$ cat config.mk
export PLATFORM = sky130hd
export DESIGN_NAME = slot_stream_relay
export DESIGN_NICKNAME = d
export VERILOG_FILES = /design/src/rtl/slot_stream_relay.sv
export SDC_FILE = /design/constraint.sdc
export NUM_CORES = 1
export LEC_CHECK = 0
export CORE_AREA = 2 2 365 186
export DETAILED_ROUTE_END_ITERATION = 6
export DIE_AREA = 0 0 367 188
export DONT_BUFFER_PORTS = 1
export GPL_TIMING_DRIVEN = 0
export SYNTH_ARGS = -nofsm -noshare
export SYNTH_HDL_FRONTEND = slang
export SYNTH_SLANG_ARGS = --single-unit
$ cat constraint.sdc
create_clock -name ap_clk -period 9.1 [get_ports ap_clk]
set_input_delay 1.82 -clock ap_clk [delete_from_list [all_inputs] [get_ports ap_clk]]
set_output_delay 1.82 -clock ap_clk [all_outputs]
set_load 0.005 [all_outputs]
$ cat src/rtl/slot_stream_relay.sv
// slot_stream_relay: registered relay carrying one TAPA stream across a slot boundary.
// Forward data pipe, backward full_n pipe, first-word-fall-through FIFO with almost-full grace.
module slot_stream_relay #(
   parameter int DATA_WIDTH = 65,
   parameter int PIPE_LEVEL = 2,
   parameter int DEPTH      = 8,
   parameter int CNT_W      = 4
) (
   input  logic                  ap_clk,
   input  logic                  ap_rst,
   input  logic [DATA_WIDTH-1:0] in_din,
   input  logic                  in_write,
   output logic                  in_full_n,
   output logic [DATA_WIDTH-1:0] out_dout,
   output logic                  out_empty_n,
   input  logic                  out_read,
   output logic [CNT_W-1:0]      occupancy,
   output logic                  overflow_err
);

   localparam int PTR_W  = (DEPTH > 1) ? $clog2(DEPTH) : 1;
   localparam int FLT_W  = 3;
   localparam int SUM_W  = CNT_W + 3;
   localparam int THRESH = DEPTH - (2 * PIPE_LEVEL + 2);

   if ((PIPE_LEVEL < 0) || (PIPE_LEVEL > 4)) begin : g_bad_pipe
      $error("slot_stream_relay: PIPE_LEVEL must be within 0..4");
   end
   if (DEPTH < (2 * PIPE_LEVEL + 2)) begin : g_bad_depth
      $error("slot_stream_relay: DEPTH must be at least 2*PIPE_LEVEL+2");
   end
   if (CNT_W != $clog2(DEPTH + 1)) begin : g_bad_cnt
      $error("slot_stream_relay: CNT_W must equal clog2(DEPTH+1)");
   end

   logic                  arr_vld_s;
   logic [DATA_WIDTH-1:0] arr_dat_s;
   logic [FLT_W-1:0]      inflight_next_s;
   logic                  full_i_r;
   logic                  full_i_next_s;

   logic [DATA_WIDTH-1:0] mem_r [DEPTH];
   logic [PTR_W-1:0]      wr_ptr_r;
   logic [PTR_W-1:0]      rd_ptr_r;
   logic [PTR_W-1:0]      wr_ptr_next_s;
   logic [PTR_W-1:0]      rd_ptr_next_s;
   logic [CNT_W-1:0]      occ_r;
   logic [CNT_W-1:0]      occ_next_s;
   logic [SUM_W-1:0]      sum_s;
   logic                  empty_n_r;
   logic                  ovf_r;
   logic [DATA_WIDTH-1:0] dout_r;
   logic [DATA_WIDTH-1:0] dout_next_s;
   logic                  pop_s;
   logic                  store_s;
   logic                  drop_s;

   function automatic logic [PTR_W-1:0] ptr_inc(input logic [PTR_W-1:0] p);
      logic [PTR_W-1:0] r;
      if (p == PTR_W'(DEPTH - 1)) begin
         r = '0;
      end else begin
         r = p + PTR_W'(1);
      end
      return r;
   endfunction

   if (PIPE_LEVEL == 0) begin : g_direct
      assign arr_vld_s       = in_write;
      assign arr_dat_s       = in_din;
      assign inflight_next_s = '0;
      assign in_full_n       = full_i_r;
   end else begin : g_pipe
      logic [PIPE_LEVEL-1:0]                 vld_r;
      logic [PIPE_LEVEL-1:0][DATA_WIDTH-1:0] dat_r;
      logic [PIPE_LEVEL-1:0]                 fn_r;
      logic [PIPE_LEVEL:0]                   vld_chain_s;
      logic [PIPE_LEVEL:0][DATA_WIDTH-1:0]   dat_chain_s;
      logic [PIPE_LEVEL:0]                   fn_chain_s;

      assign vld_chain_s = {vld_r, in_write};
      assign dat_chain_s = {dat_r, in_din};
      assign fn_chain_s  = {fn_r, full_i_r};

      // forward word stages and backward full_n stages shift every cycle, never stall
      always_ff @(posedge ap_clk) begin
         if (ap_rst) begin
            vld_r <= '0;
            dat_r <= '0;
            fn_r  <= '0;
         end else begin
            vld_r <= vld_chain_s[PIPE_LEVEL-1:0];
            dat_r <= dat_chain_s[PIPE_LEVEL-1:0];
            fn_r  <= fn_chain_s[PIPE_LEVEL-1:0];
         end
      end

      // words that will sit in the forward stages once this edge has shifted them
      always_comb begin
         inflight_next_s = '0;
         for (int k = 0; k < PIPE_LEVEL; k++) begin
            inflight_next_s = inflight_next_s + FLT_W'(vld_chain_s[k]);
         end
      end

      assign arr_vld_s = vld_chain_s[PIPE_LEVEL];
      assign arr_dat_s = dat_chain_s[PIPE_LEVEL];
      assign in_full_n = fn_chain_s[PIPE_LEVEL];
   end

   // FIFO next-state: a pop needs a visible head, so a read against an empty FIFO is ignored
   always_comb begin
      pop_s         = out_read & empty_n_r;
      store_s       = arr_vld_s & ((occ_r != CNT_W'(DEPTH)) | pop_s);
      drop_s        = arr_vld_s & ~store_s;
      rd_ptr_next_s = pop_s   ? ptr_inc(rd_ptr_r) : rd_ptr_r;
      wr_ptr_next_s = store_s ? ptr_inc(wr_ptr_r) : wr_ptr_r;
      occ_next_s    = occ_r + CNT_W'(store_s) - CNT_W'(pop_s);
      sum_s         = SUM_W'(occ_next_s) + SUM_W'(inflight_next_s);
      full_i_next_s = (sum_s <= SUM_W'(THRESH));
      if (occ_next_s == '0) begin
         dout_next_s = '0;
      end else if (store_s && (wr_ptr_r == rd_ptr_next_s)) begin
         dout_next_s = arr_dat_s;
      end else begin
         dout_next_s = mem_r[rd_ptr_next_s];
      end
   end

   // FIFO control state, grace-threshold flag and registered read-side outputs
   always_ff @(posedge ap_clk) begin
      if (ap_rst) begin
         wr_ptr_r  <= '0;
         rd_ptr_r  <= '0;
         occ_r     <= '0;
         empty_n_r <= 1'b0;
         dout_r    <= '0;
         ovf_r     <= 1'b0;
         full_i_r  <= 1'b0;
      end else begin
         wr_ptr_r  <= wr_ptr_next_s;
         rd_ptr_r  <= rd_ptr_next_s;
         occ_r     <= occ_next_s;
         empty_n_r <= (occ_next_s != '0);
         dout_r    <= dout_next_s;
         ovf_r     <= ovf_r | drop_s;
         full_i_r  <= full_i_next_s;
      end
   end

   // storage array, written only when an arriving word is accepted
   always_ff @(posedge ap_clk) begin
      if (store_s) begin
         mem_r[wr_ptr_r] <= arr_dat_s;
      end
   end

   assign out_dout     = dout_r;
   assign out_empty_n  = empty_n_r;
   assign occupancy    = occ_r;
   assign overflow_err = ovf_r;

endmodule

==> After elaboration in Yosys (flattened, before gate mapping) <==
Memory sizes are Yosys's and may differ from the RTL's. A register that Yosys moved wholly into a read port is not among the register bits.
Index checks and enable logic that the tools add are counted.
Widths: inputs -> output; s select.
{ "word_totals": {"ff_bits": 147, "latch_bits": 0, "ramBits": 520, "romBits": 0, "in_bits": 69, "output_inout_bits": 72, "elab_cells": 35, "memories": 1} }
{ "mem_list": {"columns": ["name", "depth", "word_bits", "rd", "rd_ports_with_merged_regs", "wr", "line", "rtl"], "rows": [
  ["mem_r", 8, 65, 1, 1, 1, "42", "logic [DATA_WIDTH-1:0] mem_r [DEPTH];"]
]} }
{ "op_classes": {"add_sub_neg": 6, "multipliers": 0, "div": 0, "n_lt_le_gt_ge": 1, "n_eq_ne": 3, "shifts": 0, "mux": 5, "bitwise_logic": 6, "n_reduce_logical": 3} }
{ "ops": {"columns": ["operator", "n"], "rows": [
  ["$mux 3", 3],
  ["$add 3x1->3 const B", 2],
  ["$eq 3x3->1 const B", 2],
  ["$add 4x2->5", 1],
  ["$le 5x2->1 const B", 1],
  ["$add 4x1->4", 1],
  ["$logic_not 4->1", 1],
  ["$ne 4x4->1 const B", 1],
  ["$reduce_bool 4->1", 1],
  ["$sub 4x1->4", 1],
  ["$and 1x1->1", 3],
  ["$add 1x1->2", 1],
  ["$mux 1", 2],
  ["$or 1x1->1", 2],
  ["$reduce_or 2->1", 1],
  ["$not 1->1", 1]
]} }

==> Depth between registers and ports, before layout <==
{ "depth": {"ltp_word": 7, "ltp_mapped": 15, "depth_no_buf": 14} }

==> Worst setup path before layout <==
OpenSTA, ideal clock, no wires.
{ "synth_path": {"path_type": "in2reg", "start": "in out_read", "end": "mem mem_r[0][0], enable pin", "setup_time_ns": 0.648, "t_arrival_ns": 8.597, "t_required_ns": 8.452, "slack_ns": -0.145, "stages": 6, "cell_sequence": "nand2_4 -> inv_2 -> nor4b_1 -> nand2b_1 -> buf_1 -> nor4_1"} }
{ "synth_between": {"elab_chain_cells": 5} }
{ "synth_lines": {"columns": ["item", "line", "rtl"], "rows": [
  ["start: declaration", "16", "input logic out_read,"],
  ["$and 1x1->1", "113", "pop_s = out_read & empty_n_r;"],
  ["$or 1x1->1", "114", "store_s = arr_vld_s & ((occ_r != CNT_W'(DEPTH)) | pop_s);"],
  ["$and 1x1->1", "114", null],
  ["$mux 1", "153", "if (store_s) begin"],
  ["$mux 1 (not written as such)", "154", "mem_r[wr_ptr_r] <= arr_dat_s;"],
  ["end: declaration", "42", null]
]} }
No other way between the ends.

==> Worst setup path after layout <==
{ "layout_path": {"start": "in out_read", "end": "reg dout_r[25] (netlist: out_dout[25]), read port of mem_r"} }
{ "layout_between": {"elab_chain_cells": 7, "elab_cells_between_ends": 8} }
{ "layout_lines": {"columns": ["item", "line", "rtl"], "rows": [
  ["$and 1x1->1 *", "113", null],
  ["$or 1x1->1", "114", null],
  ["$and 1x1->1", "114", null],
  ["$add 4x1->4", "118", "occ_next_s = occ_r + CNT_W'(store_s) - CNT_W'(pop_s);"],
  ["$sub 4x1->4", "118", null],
  ["$logic_not 4->1", "121", "if (occ_next_s == '0) begin"],
  ["$reduce_or 2->1 (no line)", null, null],
  ["end: declaration", "52", "logic [DATA_WIDTH-1:0] dout_r;"]
]} }
Every way passes the cells marked *; elsewhere a longest branch is shown, timed or not.
A chain may end at the register's enable or synchronous reset.

==> qor.yml <==
rows: 67
portBuffers: 0
slowest_delay_ps: 670
post-dp-hpwl_mm: 42.3
wire_per_inst_um: 22.7
hold_viol: 0
crit_type: "input port to flip-flop"
p_leak_nw: 10.1
crit_slowest_cell: "clkbuf_1"
viasPerCell: 5.26
grt_pass1_wl_mm: 95.5
antenna_found_initial: 2
grt_max_degree: 26
maxCapViolCount: 0
die_area_mm2: 0.0690
clockRootBuffer: "clkbuf_16"
syn_nets: 1868
num_vias: 15000
numCtsBuffers: 67
initialDrtViolationCount: 1818
syn_avg_cell_area_um2: 14.6
rr_worst_depth: 14
rr_startpoint: "out_empty_n"
nets: 1984
seq_area_frac_synth: 0.759
design_area_mm2: 0.0302
sw_frac_of_total: 0.259
cp-end-kind: "flip-flop"
cp_max_fo: 10
pwr-share-seq: 0.515
cts_buffer_depth: 3
setup_tns_ps: 0
rsz0062_at_grt: "no"
slew_headroom: 0.323
power.share.clock: 0.367
start_util: 0.396
antenna_left: 0
die_x_um: 367
post-route-period-util: 0.644
grtUsageMet3: 0.0355
start_kind: "input port"
grt_busiest_layer: "met2"
antenna_cells: 0
overflow: 0
met2_usage: 0.282
dr.pass1.iters: 5
drc: 0
comb_power_share: 0.117
first_global_vias: 14900
r2r_setup_slack_ps: 4000
crit_required_ps: 9510
ys_ff_latch: 732
clkTransAtPathRegs_ps: 70
final_cell_mix: "edfxtp_1 (520), nand2_1 (329), dfxtp_1 (212)"
die_y_um: 188
layout_commonest_cell: "edfxtp_1"
cts_tree: "done"
crit_start: "out_read"
reg2reg_to: "out_dout[25]"
cts_setup_buffers: 0
grt_use_met1: 0.274
drive_above_1_share: 0.0993
cp.arrival_ps: 6280
io_pins: 141
synthCells: 1787
fmax_mhz: 171
min_period_ps: 5860
grtUsageTotal: 0.186
p_per_area_mw_per_mm2: 251
setup_viol: 0
crit_chain: "nand2_4 > inv_2 > nor4b_1 > nand2b_1 > buf_1 > ha_1 > inv_1 > ha_1 > fa_1 > xnor2_1 > a31o_2 > clkbuf_1 > clkbuf_1 > a21oi_1"
cts_resized: 0
area_growth_syn_to_layout_pct: 15.2
p_switching_mw: 1.96
status: "completed"
clkSinkCount: 732
core_area_mm2: 0.0661
drt_wl_total_mm: 64.8
dpl_cell_area_mm2: 0.0280
clock_latency_ps: 600
synth_warnings: 0
routabilityCongestion: 0.798
holdBufCountCts: 0
syn_area_mm2: 0.0262
p_int_mw: 5.62
finish.utilization: 0.456
hold_class: "flip-flop to flip-flop"
report.final.slew_viol_count: 0
peakVddDrop_mv: 0.109
fin_worst_skew_ps: 26.3
endpoint: "out_dout[25]"
cts_htree_levels: 3
fin_hold_ws_ps: 437
synth_cell_types: 41
worst_slew_pin_slew_ps: 1020
## Yosys cell counts (all sizes together)
master	count	area [um2]
a21bo	1	10.0
a21o	1	7.51
a21oi	73	365
a31o	1	8.76
a32oi	128	1120
and2	1	6.26
and3	1	6.26
and4b	1	10.0
buf	42	246
clkbuf	67	251
dfxtp	212	4240
edfxtp	520	15600
fa	2	40.0
ha	10	125
inv	12	45.0
mux2	2	22.5
mux2i	133	1330
nand2	330	1250
nand2b	4	25.0
nand3	66	330
nand3b	2	15.0
nor2	18	67.6
nor2b	134	838
nor3	8	40.0
nor3b	1	7.51
nor4	3	18.8
nor4b	1	8.76
o21a	1	7.51
o21ai	1	5.00
o22ai	1	6.26
o2bb2ai	2	17.5
o41ai	1	16.3
or2	1	6.26
or4	1	11.3
xnor2	4	35.0
xor2	1	8.76
## cell families (layout without fill, tap and decap cells)
| group | count (synthesis) | count (layout) | synth area share |
|---|---|---|---|
| muxes | 135 | 135 | 0.0517 |
| AOI/OAI and AO/OA | 210 | 210 | 0.0598 |
| and+or+nand+nor | 572 | 572 | 0.101 |
| buffers and inverters | 121 | 288 | 0.0208 |
| DFF | 732 | 732 | 0.759 |
| xor gates and xnor gates | 5 | 5 | 0.00167 |
| adders and majority gates | 12 | 12 | 0.00631 |
## critical path: cells and delay by family
kind,cells,cell delay [ps]
buf+inv,5,1950
fa+ha+maj,3,850
simple gates,3,740
compound gates,2,550
xor+xnor,1,350
## how the worst min path moves through the flow
stage	start	end	slack, ps	cells after the start
3_3_place_gp	g_pipe.dat_chain_s[122]	arr_dat_s[57]	420	1
3_5_place_dp	g_pipe.dat_chain_s[97]	arr_dat_s[32]	420	1
4_1_cts	g_pipe.dat_chain_s[97]	arr_dat_s[32]	440	1
2_1_floorplan	g_pipe.dat_chain_s[65]	arr_dat_s[0]	410	1
6_report	g_pipe.dat_chain_s[97]	arr_dat_s[32]	440	1
5_1_grt	g_pipe.dat_chain_s[68]	arr_dat_s[3]	460	1
## registers in the layout, summed over array words and instances, names as in the netlist, 2 cells and up
| signal | flops |
|---|---|
| mem_r | 520 |
| arr_dat_s | 65 |
| g_pipe.dat_chain_s | 65 |
| out_dout | 65 |
| occupancy | 4 |
| rd_ptr_r | 3 |
| wr_ptr_r | 3 |
| g_pipe.fn_r | 2 |
| g_pipe.vld_r | 2 |
## layer usage
layer | vias to the layer above | share of wire
met1 | 7510 | 0.45
met2 | 588 | 0.45
met4 | 0 | 0.022
li1 | 6801 | -
met5 | - | 0
met3 | 91 | 0.076
## metrics by stage
step	setup WS, ps	power (mW)	instances
6_report	3240	7.58	2851
3_5_place_dp	2650	4.88	2731
5_1_grt	3050	7.88	2851
3_3_place_gp	-3420	4.86	2684
2_1_floorplan	1590	4.47	1787
4_1_cts	3270	7.66	2851
## final cells by class
cell class | count | area (um2)
clock buffers | 81 | 1820
fillers | 5805 | 35900
plain buffers | 109 | 498
clock inverters | 39 | 322
multi-input cells | 934 | 5830
well taps | 897 | 1120
inverters | 12 | 45.0
repair buffers | 47 | 649
flip-flops and latches | 732 | 19900
## power groups by stage
stage	clock [mW]	sequential, mW	combinational [mW]
floorplan	0	3.93	0.537
global placement	0	3.99	0.867
detailed placement	0	3.99	0.886
CTS	2.85	3.92	0.892
global route	2.99	3.93	0.970
finish	2.79	3.91	0.890
(Power assumes the default switching activity.)
